[src/rtl/de10_pkg.sv]
//------------------------------------------------------------------------------
// Module   : de10_pkg
// Brief    : Shared constants for the DE10-Lite counter top: digit count and
//            active-low seven-segment patterns (DP off).
// Revision : 1.0 - initial release
//------------------------------------------------------------------------------
`default_nettype none

package de10_pkg;

   localparam int NDIG = 6;

   localparam logic [7:0] SEG_0     = 8'hC0;
   localparam logic [7:0] SEG_1     = 8'hF9;
   localparam logic [7:0] SEG_2     = 8'hA4;
   localparam logic [7:0] SEG_3     = 8'hB0;
   localparam logic [7:0] SEG_4     = 8'h99;
   localparam logic [7:0] SEG_5     = 8'h92;
   localparam logic [7:0] SEG_6     = 8'h82;
   localparam logic [7:0] SEG_7     = 8'hF8;
   localparam logic [7:0] SEG_8     = 8'h80;
   localparam logic [7:0] SEG_9     = 8'h90;
   localparam logic [7:0] SEG_BLANK = 8'hFF;

endpackage

`default_nettype wire

[src/rtl/de10_seg7_decoder.sv]
//------------------------------------------------------------------------------
// Module   : seg7_decoder
// Brief    : Combinational BCD to active-low seven-segment decoder; non-BCD
//            codes blank the digit.
// Revision : 1.0 - initial release
//------------------------------------------------------------------------------
`default_nettype none

module seg7_decoder
   import de10_pkg::*;
(
   input  logic [3:0] i_digit,
   output logic [7:0] o_seg
);

   always_comb begin
      o_seg = SEG_BLANK;
      case (i_digit)
         4'd0:    o_seg = SEG_0;
         4'd1:    o_seg = SEG_1;
         4'd2:    o_seg = SEG_2;
         4'd3:    o_seg = SEG_3;
         4'd4:    o_seg = SEG_4;
         4'd5:    o_seg = SEG_5;
         4'd6:    o_seg = SEG_6;
         4'd7:    o_seg = SEG_7;
         4'd8:    o_seg = SEG_8;
         4'd9:    o_seg = SEG_9;
         default: o_seg = SEG_BLANK;
      endcase
   end

endmodule

`default_nettype wire

[src/rtl/de10_top.sv]
//------------------------------------------------------------------------------
// Module   : de10_top
// Brief    : DE10-Lite board top: selectable-rate tick divider driving a
//            6-digit BCD up/down counter on HEX5..HEX0 with status on LEDR.
// Revision : 1.0 - initial release
//------------------------------------------------------------------------------
`default_nettype none

module de10_top
   import de10_pkg::*;
#(
   parameter int FAST_DIV = 1_000_000,
   parameter int SLOW_DIV = 10_000_000,
   parameter int DIV_W    = 24
) (
   input  logic       ADC_CLK_10,
   input  logic [1:0] KEY,
   input  logic [9:0] SW,
   output logic [9:0] LEDR,
   output logic [7:0] HEX0,
   output logic [7:0] HEX1,
   output logic [7:0] HEX2,
   output logic [7:0] HEX3,
   output logic [7:0] HEX4,
   output logic [7:0] HEX5
);

   localparam logic [DIV_W-1:0] c_fastMax = DIV_W'(FAST_DIV - 1);
   localparam logic [DIV_W-1:0] c_slowMax = DIV_W'(SLOW_DIV - 1);

   logic clk;
   logic rst;
   logic w_down;
   logic w_hold;
   logic w_unusedSw;

   assign clk        = ADC_CLK_10;
   assign rst        = ~KEY[0];
   assign w_down     = SW[0];
   assign w_hold     = SW[9];
   assign w_unusedSw = SW[1];

   logic                       r_rateSync1;
   logic                       r_rateSync2;
   logic                       r_heartbeat;
   logic [DIV_W-1:0]           r_div;
   logic [NDIG-1:0][3:0]       r_digit;

   logic [DIV_W-1:0]           w_limitMax;
   logic                       w_tick;
   logic [NDIG-1:0][3:0]       w_nextDigit;
   logic                       w_carry;
   logic [NDIG-1:0][7:0]       w_seg;

   // ">=" rather than "==" so a drop to a smaller limit forces an immediate tick
   assign w_limitMax = r_rateSync2 ? c_slowMax : c_fastMax;
   assign w_tick     = ~w_hold & (r_div >= w_limitMax);

   // Ripple carry/borrow through the digits, lowest first
   always_comb begin
      w_nextDigit = r_digit;
      w_carry     = 1'b1;
      for (int i = 0; i < NDIG; i++) begin
         if (w_carry) begin
            if (w_down) begin
               if (r_digit[i] == 4'd0 || r_digit[i] > 4'd9) begin
                  w_nextDigit[i] = 4'd9;
               end else begin
                  w_nextDigit[i] = r_digit[i] - 4'd1;
                  w_carry        = 1'b0;
               end
            end else begin
               if (r_digit[i] >= 4'd9) begin
                  w_nextDigit[i] = 4'd0;
               end else begin
                  w_nextDigit[i] = r_digit[i] + 4'd1;
                  w_carry        = 1'b0;
               end
            end
         end
      end
   end

   always_ff @(posedge clk or posedge rst) begin
      if (rst) begin
         r_rateSync1 <= 1'b1;
         r_rateSync2 <= 1'b1;
         r_heartbeat <= 1'b0;
         r_div       <= '0;
         r_digit     <= '0;
      end else begin
         r_rateSync1 <= KEY[1];
         r_rateSync2 <= r_rateSync1;
         if (w_tick) begin
            r_div       <= '0;
            r_digit     <= w_nextDigit;
            r_heartbeat <= ~r_heartbeat;
         end else if (!w_hold) begin
            r_div <= r_div + 1'b1;
         end
      end
   end

   generate
      for (genvar g = 0; g < NDIG; g++) begin : g_seg
         seg7_decoder u_dec (
            .i_digit (r_digit[g]),
            .o_seg   (w_seg[g])
         );
      end
   endgenerate

   assign HEX0 = w_seg[0];
   assign HEX1 = w_seg[1];
   assign HEX2 = w_seg[2];
   assign HEX3 = w_seg[3];
   assign HEX4 = w_seg[4];
   assign HEX5 = w_seg[5];

   assign LEDR = {SW[9:2], r_heartbeat, r_rateSync2};

endmodule

`default_nettype wire

[config.mk]
export PLATFORM = sky130hd
export DESIGN_NAME = de10_top
export DESIGN_NICKNAME = d
export VERILOG_FILES = /design/src/rtl/de10_pkg.sv /design/src/rtl/de10_seg7_decoder.sv /design/src/rtl/de10_top.sv
export SDC_FILE = /design/constraint.sdc
export NUM_CORES = 1
export LEC_CHECK = 0
export CAP_MARGIN = 20
export CORE_AREA = 2 2 98 100
export CTS_CLUSTER_SIZE = 25
export DETAILED_ROUTE_END_ITERATION = 8
export DIE_AREA = 0 0 100 102
export PLACE_DENSITY = 0.93
export SETUP_SLACK_MARGIN = 0.05
export SYNTH_ARGS = -nofsm -noshare
export SYNTH_HDL_FRONTEND = slang
export SYNTH_HIERARCHICAL = 1
export SYNTH_SLANG_ARGS = --single-unit
[constraint.sdc]
create_clock -name ADC_CLK_10 -period 3 [get_ports ADC_CLK_10]
set_input_delay 0.75 -clock ADC_CLK_10 [delete_from_list [all_inputs] [get_ports ADC_CLK_10]]
set_output_delay 0.75 -clock ADC_CLK_10 [all_outputs]
set_load 0.01 [all_outputs]
==> results.md, run 1 <==
* Run status: complete, no violations
* Inserted Diodes at 0
* CTS Hold Bufs at 0
* Top cell type's share of synthesized area at 23.9%
* Clock sink count at 51
* Rel. slew slack at 61.1%
* Vias in the first global route at 4652
* Hold WC Path Type: reg2reg
* Slew Limit Fails at 0
* Worst setup margin at 0.205 ns
* Pwr Total at 4520 uW
* Met3 WL at 471 um
* Most used cell, CP: o21ai_0
* Multi-input gate area at 3370 um^2
* CP startpoint kind: flip-flop
* Crit path from: r_digit[20]$_DFFE_PN0P_
* Max Cap Viol at 0
* First-pass GRT wire length at 19300 um
* WL per Instance at 13.9 um
* Worst slew pin tran at 0.581 ns
* DR WL met2 at 6000 um
* Clock latency on the worst-skew pair at 0.31 ns
* Starting Density at 56.3%
* Post-Layout Cell Count at 808
* Synth warnings at 6
* Max Clock Skew at 0.0115 ns
* Number of synthesized flops with an enable pin at 0
* RSZ-0062 raised after global routing: yes
* Max Clock Freq at 358 MHz
* Crit path cell chain: inv_1, ha_1, o21ai_0, o21ai_0, clkdlybuf4s50_1
* DR pass1 iterations at 5
* Main synth FF type: dfrtp_1
* DR top layer: met4
* # rows at 35
* Die Area at 10200 um^2
* Clock transition at the registers of the reported paths at 0.09 ns
* Place WS at 0.0402 ns
* Tcrit/Tclk final at 93.2%
* Worst path slowest cell: dfrtp_2
* Clock buffer depth at 2
* Reg-to-Reg Start: r_rateSync2$_DFF_PN1_
* Layout area overhead at 11.6%
* Die W at 100 um
* Largest net degree at the start of global routing at 52
* Post-Route M1 WL at 4620 um
* Worst EP required at 2.25 ns
* #FFs+latches synth at 51
* # setup viols final at 0
* Slowest stage delay, CP at 0.49 ns
* Vias at 4802
* VDD IR max at 377 uV
* NumNets Final at 768
* CTS tree: done
* Placed instance count at 800
* DP HPWL at 8240 um
* CP arrival at 2.05 ns
* HP Start: r_rateSync1$_DFF_PN1_
* Post-Syn Area at 5130 um^2
* Initial antenna violation count at 0
* Layout filler cell count at 781
* Routability Congestion at 0.856
* Fin util at 62.8%
* Clock Root Buffer: clkbuf_8
* Syn_area_per_cell at 7.69 um^2
* Core Area at 9110 um^2
* Drt initial violations at 354
* GRT Total Usage at 22.3%
* Top Ports at 71
* Post-Synthesis Cells at 667
* Setup crit end kind: output pin
* Post-CTS Setup Bufs at 0
* WS Path Type: reg2out
* Proportion of layout cells with a drive suffix above 1 at 8.90%
* Largest fanout on the critical path at 12
* DRC viols at 0
* Die H at 102 um
* Final hold vios at 0
* H-tree depth at 2
* Antenna-violating nets left at 0
* Gr ovfl total at 0
* Min Clock Period, post-route at 2.80 ns
* Register Area at 1290 um^2
* Syn_nets at 739
* Synth async-reset ratio at 100%
* Top post-synthesis cells by area: dfrtp_1 24%, ha_1 14%, o21ai_0 6.8%
* Cts bufs inserted at 5
* Setup_tns at 0 ns
* WL final at 11200 um
* Pwr/cell area at 789 nW/um^2
* Yosys cell types at 68
* Vias per cell at 5.94
* Post-synthesis sequential area ratio at 24.9%
* Synth area leader: dfrtp_1
* Port bufs at 49
* Leak at 0.00256 uW
## stage by stage
stage          instance area (um^2)  hold slack (ns)
3_3_place_gp                   5620            0.346
5_1_grt                        5720            0.370
3_5_place_dp                   5620            0.348
4_1_cts                        5710            0.362
6_report                       5720            0.361
2_1_floorplan                  5130            0.345
## cell usage after synthesis, types with 9 or more instances
cell type,instances
o21ai_0,70
nor2_1,63
nand2_1,62
ha_1,59
a21oi_1,51
dfrtp_1,49
inv_1,48
nand2b_1,29
buf_4,16
clkbuf_1,15
nand3_1,15
a31oi_1,10
or3_1,10
xnor2_1,10
a211oi_1,9
o211ai_1,9
## layout make-up
| cell class | instances | area share, % |
|---|---|---|
| repair buffers | 70 | 11.5 |
| flip-flops and latches | 51 | 22.5 |
| inverters | 48 | 3.15 |
| clock buffers | 6 | 1.27 |
| multi-input cells | 520 | 59.0 |
| well taps | 111 | 2.43 |
| clock inverters | 2 | 0.219 |
## kinds of logic (layout without fill, tap and decap cells)
| logic type | count (synthesis) | count (layout) | synth area share (%) |
|---|---|---|---|
| and+or+nand+nor | 230 | 230 | 22.4 |
| DFF | 51 | 51 | 24.9 |
| xor gates and xnor gates | 17 | 17 | 2.90 |
| AOI/OAI and AO/OA | 199 | 199 | 23.6 |
| adders and majority gates | 59 | 59 | 14.4 |
| muxes | 9 | 9 | 1.90 |
| buffers and inverters | 96 | 126 | 9.42 |
| other | 6 | 6 | 0.439 |
## worst max-delay path, delay by kind of cell, from the launching register on
family | cells | cell delay (ns)
fa+ha+maj | 1 | 0.31
flops | 1 | 0.49
compound gates | 2 | 0.31
buf+inv | 2 | 0.61
## cell usage in the layout (no fill, tap or decap), types with 15 or more instances in the layout
master and instances:
nor2_1 63, nand2_1 62, ha_1 59, a21oi_1 50, inv_1 48, nand3_1 15, dfrtp_1 40, buf_4 20
clkdlybuf4s50_1 48, nand2b_1 29, o21ai_0 70
## state kept, by name, summed over array words and instances (netlist names)
name	cells
r_digit	24
r_div	24
r_heartbeat	1
r_rateSync1	1
r_rateSync2	1
## worst paths after layout
path	endpoint	slack, ns	cells past startpoint
min reg2reg	r_rateSync2$_DFF_PN1_	0.36	0
min in group asynchronous	r_digit[18]$_DFFE_PN0P_	0.41	2
min	r_rateSync2$_DFF_PN1_	0.36	0
max in group asynchronous	r_rateSync2$_DFF_PN1_	2.29	2
max reg2reg	r_digit[23]$_DFFE_PN0P_	0.35	8
max	HEX5[1]	0.20	5
## routing by layer
| layer | global-route usage [%] | up-vias |
|---|---|---|
| met5 | 0 | - |
| met3 | 3.01 | 16 |
| met2 | 43.5 | 128 |
| met1 | 25.8 | 2311 |
| li1 | - | 2347 |
| met4 | 5.80 | 0 |
## power breakdown
group	total [uW]	internal, uW	leakage, uW	switching [uW]
Clock	398	164	0.0000412	235
Combinational	2860	1420	0.00188	1440
Sequential	1260	877	0.000640	382
Total	4520	2460	0.00256	2060
## what timing repair did
action / 4_1_cts / 5_1_grt
hold endpoints to repair: 0 / 0
endpoints found under the setup margin: 0 / 25
resized for setup: 0 / 10
(Power assumes the default switching activity.)
==> run 2, diff against run 1 <==
Settings changed: CAP_MARGIN 20 to 25, CTS_CLUSTER_DIAMETER from default to 30.
==> results of run 2 <==
No change in the layout: final DEF, timing and power equal those of run 1.
==> run 3, diff against run 2 <==
Settings changed: HOLD_SLACK_MARGIN from default to 0.15.
==> results of run 3 <==
No change in the layout: final DEF, timing and power equal those of run 1.
==> edit 1: new RTL, flow settings as in run 1 <==
Register the outputs `LEDR`, `HEX0`, `HEX1`, `HEX2`, `HEX3`, `HEX4` and `HEX5`, without a reset; this adds one clock of latency there.
--- a/src/rtl/de10_top.sv
+++ b/src/rtl/de10_top.sv
@@ -110,14 +110,16 @@
       end
    endgenerate
 
-   assign HEX0 = w_seg[0];
-   assign HEX1 = w_seg[1];
-   assign HEX2 = w_seg[2];
-   assign HEX3 = w_seg[3];
-   assign HEX4 = w_seg[4];
-   assign HEX5 = w_seg[5];
+   always_ff @(posedge ADC_CLK_10) begin
+      LEDR <= {SW[9:2], r_heartbeat, r_rateSync2};
+      HEX0 <= w_seg[0];
+      HEX1 <= w_seg[1];
+      HEX2 <= w_seg[2];
+      HEX3 <= w_seg[3];
+      HEX4 <= w_seg[4];
+      HEX5 <= w_seg[5];
+   end
 
-   assign LEDR = {SW[9:2], r_heartbeat, r_rateSync2};
 
 endmodule
 
Formal check against the unedited RTL: not equivalent (Yosys sat finds a counterexample within 4 cycles, from zero or initial values).
==> edit 1 against run 1 <==
- core utilization up 16 points
- sequential share of layout area is 12 points higher
- setup slack improved by 0.016 ns
- area after synthesis grew 21%
- non-clock buffer count increased by 18
- wire length rose by 12%
- cell area rose by 25%
- critical path type is now reg -> reg
- sequential cell count up 58
Power is not compared: it rests on default switching activity, and its combinational part moved more than twofold at a synthesized area within 25%.
==> edit 1: results (changes against run 1) <==
GRTUSAGETOTAL=0.252  # +0.0283
CRITICAL-PATH-TOP-DELAY-FAMILY='simple AND/OR/NAND/NOR gates'
FINCLKSKEW_NS=0.0103  # -0.00121 ns
CTS_BUFFERS=9  # +4
R2R_END='r_digit[22]'
GRT_UTIL_MET3=0.0636  # +0.0335
ASYNCSETRESETFLOPFRACSYNTH=0.468  # -0.532
POST_SYNTH_MAIN_AREA_CONTRIBUTORS='dfrtp_1 (20%), dfxtp_1 (19%), ha_1 (12%)'
LARGEST_REGISTERS='r_digit x24, r_div x24, LEDR x10'
GRT_PASS1_WL_UM=20900  # +8.1%
NETLIST-CELL-TYPE-COUNT=71  # +4.4%
WORSTPATHMAXFANOUT=6  # -6
RUN_STATUS='complete, no violations'
CLOCKNETWORKAREASHARE=0.0254  # +0.0106
POSTROUTEWIRELENGTH_UM=12500  # +12%
DP.FINAL_HPWL_UM=8910  # +8.1%
SYNTHXORXNORAREAFRAC=0.0255  # -0.00353
ADDER_CELL_AREA_SHARE_OF_THE_YOSYS_NETLIST=0.119  # -0.0245
SYNTH-SEQ-AREA-SHARE=0.395  # +0.145
SYNTH-COMPOUND-AREA-SHARE=0.176  # -0.0605
DETAILEDROUTE.FIRSTITERATIONVIOLATIONS=270  # -24%
SYN_INST=699  # +4.8%
LAYOUT.CORE_UTILIZATION=0.784  # +0.155
TIMING_WORST_SLEW_PIN_VALUE_NS=0.664  # +0.0827 ns
TIMING.HOLD.WS_NS=0.281  # -0.0793 ns
POST_DP_CELL_AREA_MM2=0.00694  # +23%
SYNTH.TOP_CELLS.BY_COUNT='o21ai_0 (72), nor2_1 (65), nand2_1 (63)'
IO_BUFFER_COUNT=69  # +41%
CTS_NUM_SINKS=109  # +110%
SYNTH.MUX.AREA_FRACTION=0.0190  # about the same
REG2REG_SETUP_SLACK_NS=0.22  # -0.13 ns
[edit 1: per-layer routing]
| metal | vias up | part of all wire |
|---|---|---|
| li1 | 2536 | - |
| met5 | - | 0 |
| met3 | 19 | 0.059 |
| met2 | 183 | 0.51 |
| met1 | 2405 | 0.42 |
| met4 | 0 | 0.012 |
[edit 1: worst max path at each step]
stage	from	depth (start not counted)	slack (ns)	endpoint
after floorplan	r_rateSync2	9	0.45	r_digit[21]
after global placement	SW[0]	8	0.11	r_digit[21]
after detailed placement	SW[0]	8	0.03	r_digit[22]
after CTS	r_rateSync2	9	0.16	r_digit[22]
after global routing	r_rateSync2	9	0.05	r_digit[22]
final	r_rateSync2	9	0.22	r_digit[22]
[edit 1: cells by family (layout without fill, tap and decap cells)]
logic type | Yosys count | in the layout
other cells | 6 | 6
flops | 109 | 109
xor+xnor | 18 | 18
mux | 11 | 11
fa+ha+maj | 59 | 59
buf+inv | 75 | 148
compound gates | 178 | 178
simple gates | 243 | 243
==> edit 2: new RTL, config.mk and constraints of run 1 <==
Without the edit above. The package constant `NDIG` goes from 6 to 7.
--- a/src/rtl/de10_pkg.sv
+++ b/src/rtl/de10_pkg.sv
@@ -8,7 +8,7 @@
 
 package de10_pkg;
 
-   localparam int NDIG = 6;
+   localparam int NDIG = 7;
 
    localparam logic [7:0] SEG_0     = 8'hC0;
    localparam logic [7:0] SEG_1     = 8'hF9;
Behaviour: unchanged (equiv_simple and equiv_induct, registers matched by name and starting in step).
==> edit 2 against run 1 <==
- total power increased by 1.3%
- area after synthesis shrank 0.20%
- largest power group unchanged
- wire length decreased by 3.2%
- global-route usage fell by 0.70 points
- cell area shrank 0.26%
- fmax fell by 0.99%
- largest cell class unchanged
- setup slack got worse by 0.028 ns
- sequential cell count unchanged
==> edit 2: results (changes against run 1) <==
SEQAREAFRACTION=0.227  # +0.00125
GRT_PASS1_VIAS=4385  # -5.7%
GRTUSAGETOTAL=0.216  # -0.00698
FINCLKSKEW_NS=0.0104  # -0.00104 ns
SYNTH.TOP_CELLS.BY_COUNT='o21ai_0 (69), nand2_1 (64), nor2_1 (61)'
VIAS_PER_CELL=5.80  # -2.3%
CLOCKNETWORKAREASHARE=0.0193  # +0.00442
STATIC-LEAKAGE-POWER_nW=2.55  # -0.60%
TOTAL_SWITCHING_POWER_mW=2.03  # -1.2%
FIRSTDRTPASSITERS=6  # +1
LAYOUT.NONCLK_BUF_FRAC=0.109  # -0.00584
TIMING.HOLD.WS_NS=0.361  # -0.000141 ns
CRITPATHARRIVALTIME_NS=2.07  # +0.02 ns
MULTI_INPUT_GATE_SHARE_OF_TOTAL_CELL_AREA=0.589  # -0.000643
PLACED_CELLS=796  # -0.50%
FINALNETCOUNT=764  # -0.52%
POST_DP_CELL_AREA_MM2=0.00558  # -0.71%
GRT_PASS1_WL_UM=18800  # -3.0%
FILLCELLCOUNT=744  # -4.7%
POST_SYNTH_MAIN_AREA_CONTRIBUTORS='dfrtp_1 (24%), ha_1 (14%), o21ai_0 (6.7%)'
CRIT_PATH_TOP_DELAY_CELL='clkdlybuf4s50_1'
SYNTH.NET_COUNT=737  # -0.27%
SYN_INST=665  # -0.30%
POSTROUTEWIRELENGTH_UM=10800  # -3.2%
IR_WORST_VDD_uV=349  # -7.4%
RUN_STATUS='complete, no violations'
NMULTIINPUTCOMBCELLS=518  # -0.38%
DP.FINAL_HPWL_UM=7920  # -4.0%
WORST_PATH_LARGEST_CELL_DELAY_NS=0.59  # +0.10 ns
DRIVE_ABOVE_1_SHARE=0.0880  # -0.000930
WORSTPATHMAXFANOUT=10  # -2
-- edit 2: changes by cell type in the layout (fill, tap and decap cells not counted), moves of 2 or more --
| cell | before | now |
|---|---|---|
| nand2b_1 | 29 | 27 |
| a21oi_1 | 50 | 54 |
| dfrtp_2 | 9 | 12 |
| nor2_1 | 63 | 61 |
| a21oi_2 | 6 | 4 |
| dfrtp_1 | 40 | 37 |
| buf_4 | 20 | 18 |
| nand2_1 | 62 | 64 |
-- edit 2: worst max path at each step --
stage / from / endpoint / slack (ns) / cells after the start
4_1_cts: r_digit[0] / HEX0[4] / 0.06 / 6
3_3_place_gp: SW[0] / r_digit[21] / 0.06 / 8
2_1_floorplan: r_rateSync2 / r_digit[20] / 0.50 / 9
3_5_place_dp: SW[0] / r_digit[21] / 0.04 / 8
5_1_grt: r_digit[1] / HEX0[3] / 0.05 / 6
6_report: r_digit[0] / HEX0[4] / 0.18 / 6
-- edit 2: per-layer routing --
| metal | track usage | part of all wire | up-vias |
|---|---|---|---|
| met1 | 0.269 | 0.43 | 2187 |
| met2 | 0.396 | 0.52 | 131 |
| met3 | 0.0280 | 0.041 | 16 |
| met4 | 0.0622 | 0.011 | 0 |
| met5 | 0 | 0 | - |
| li1 | - | - | 2332 |
-- edit 2: power by group through the flow --
stage / logic, mW / registers (mW) / clock network (mW)
final: 2.81 / 1.28 / 0.487
after global routing: 3.14 / 1.33 / 0.519
after CTS: 2.81 / 1.26 / 0.496
after detailed placement: 2.79 / 1.27 / 0
after global placement: 2.65 / 1.25 / 0
after floorplan: 1.95 / 1.10 / 0
-- edit 2: cell families after synthesis --
logic type,share of synthesized area
simple gates,0.224
compound gates,0.236
buf+inv,0.0941
fa+ha+maj,0.144
flops,0.250
xor+xnor,0.0291
mux,0.0191
other cells,0.00440
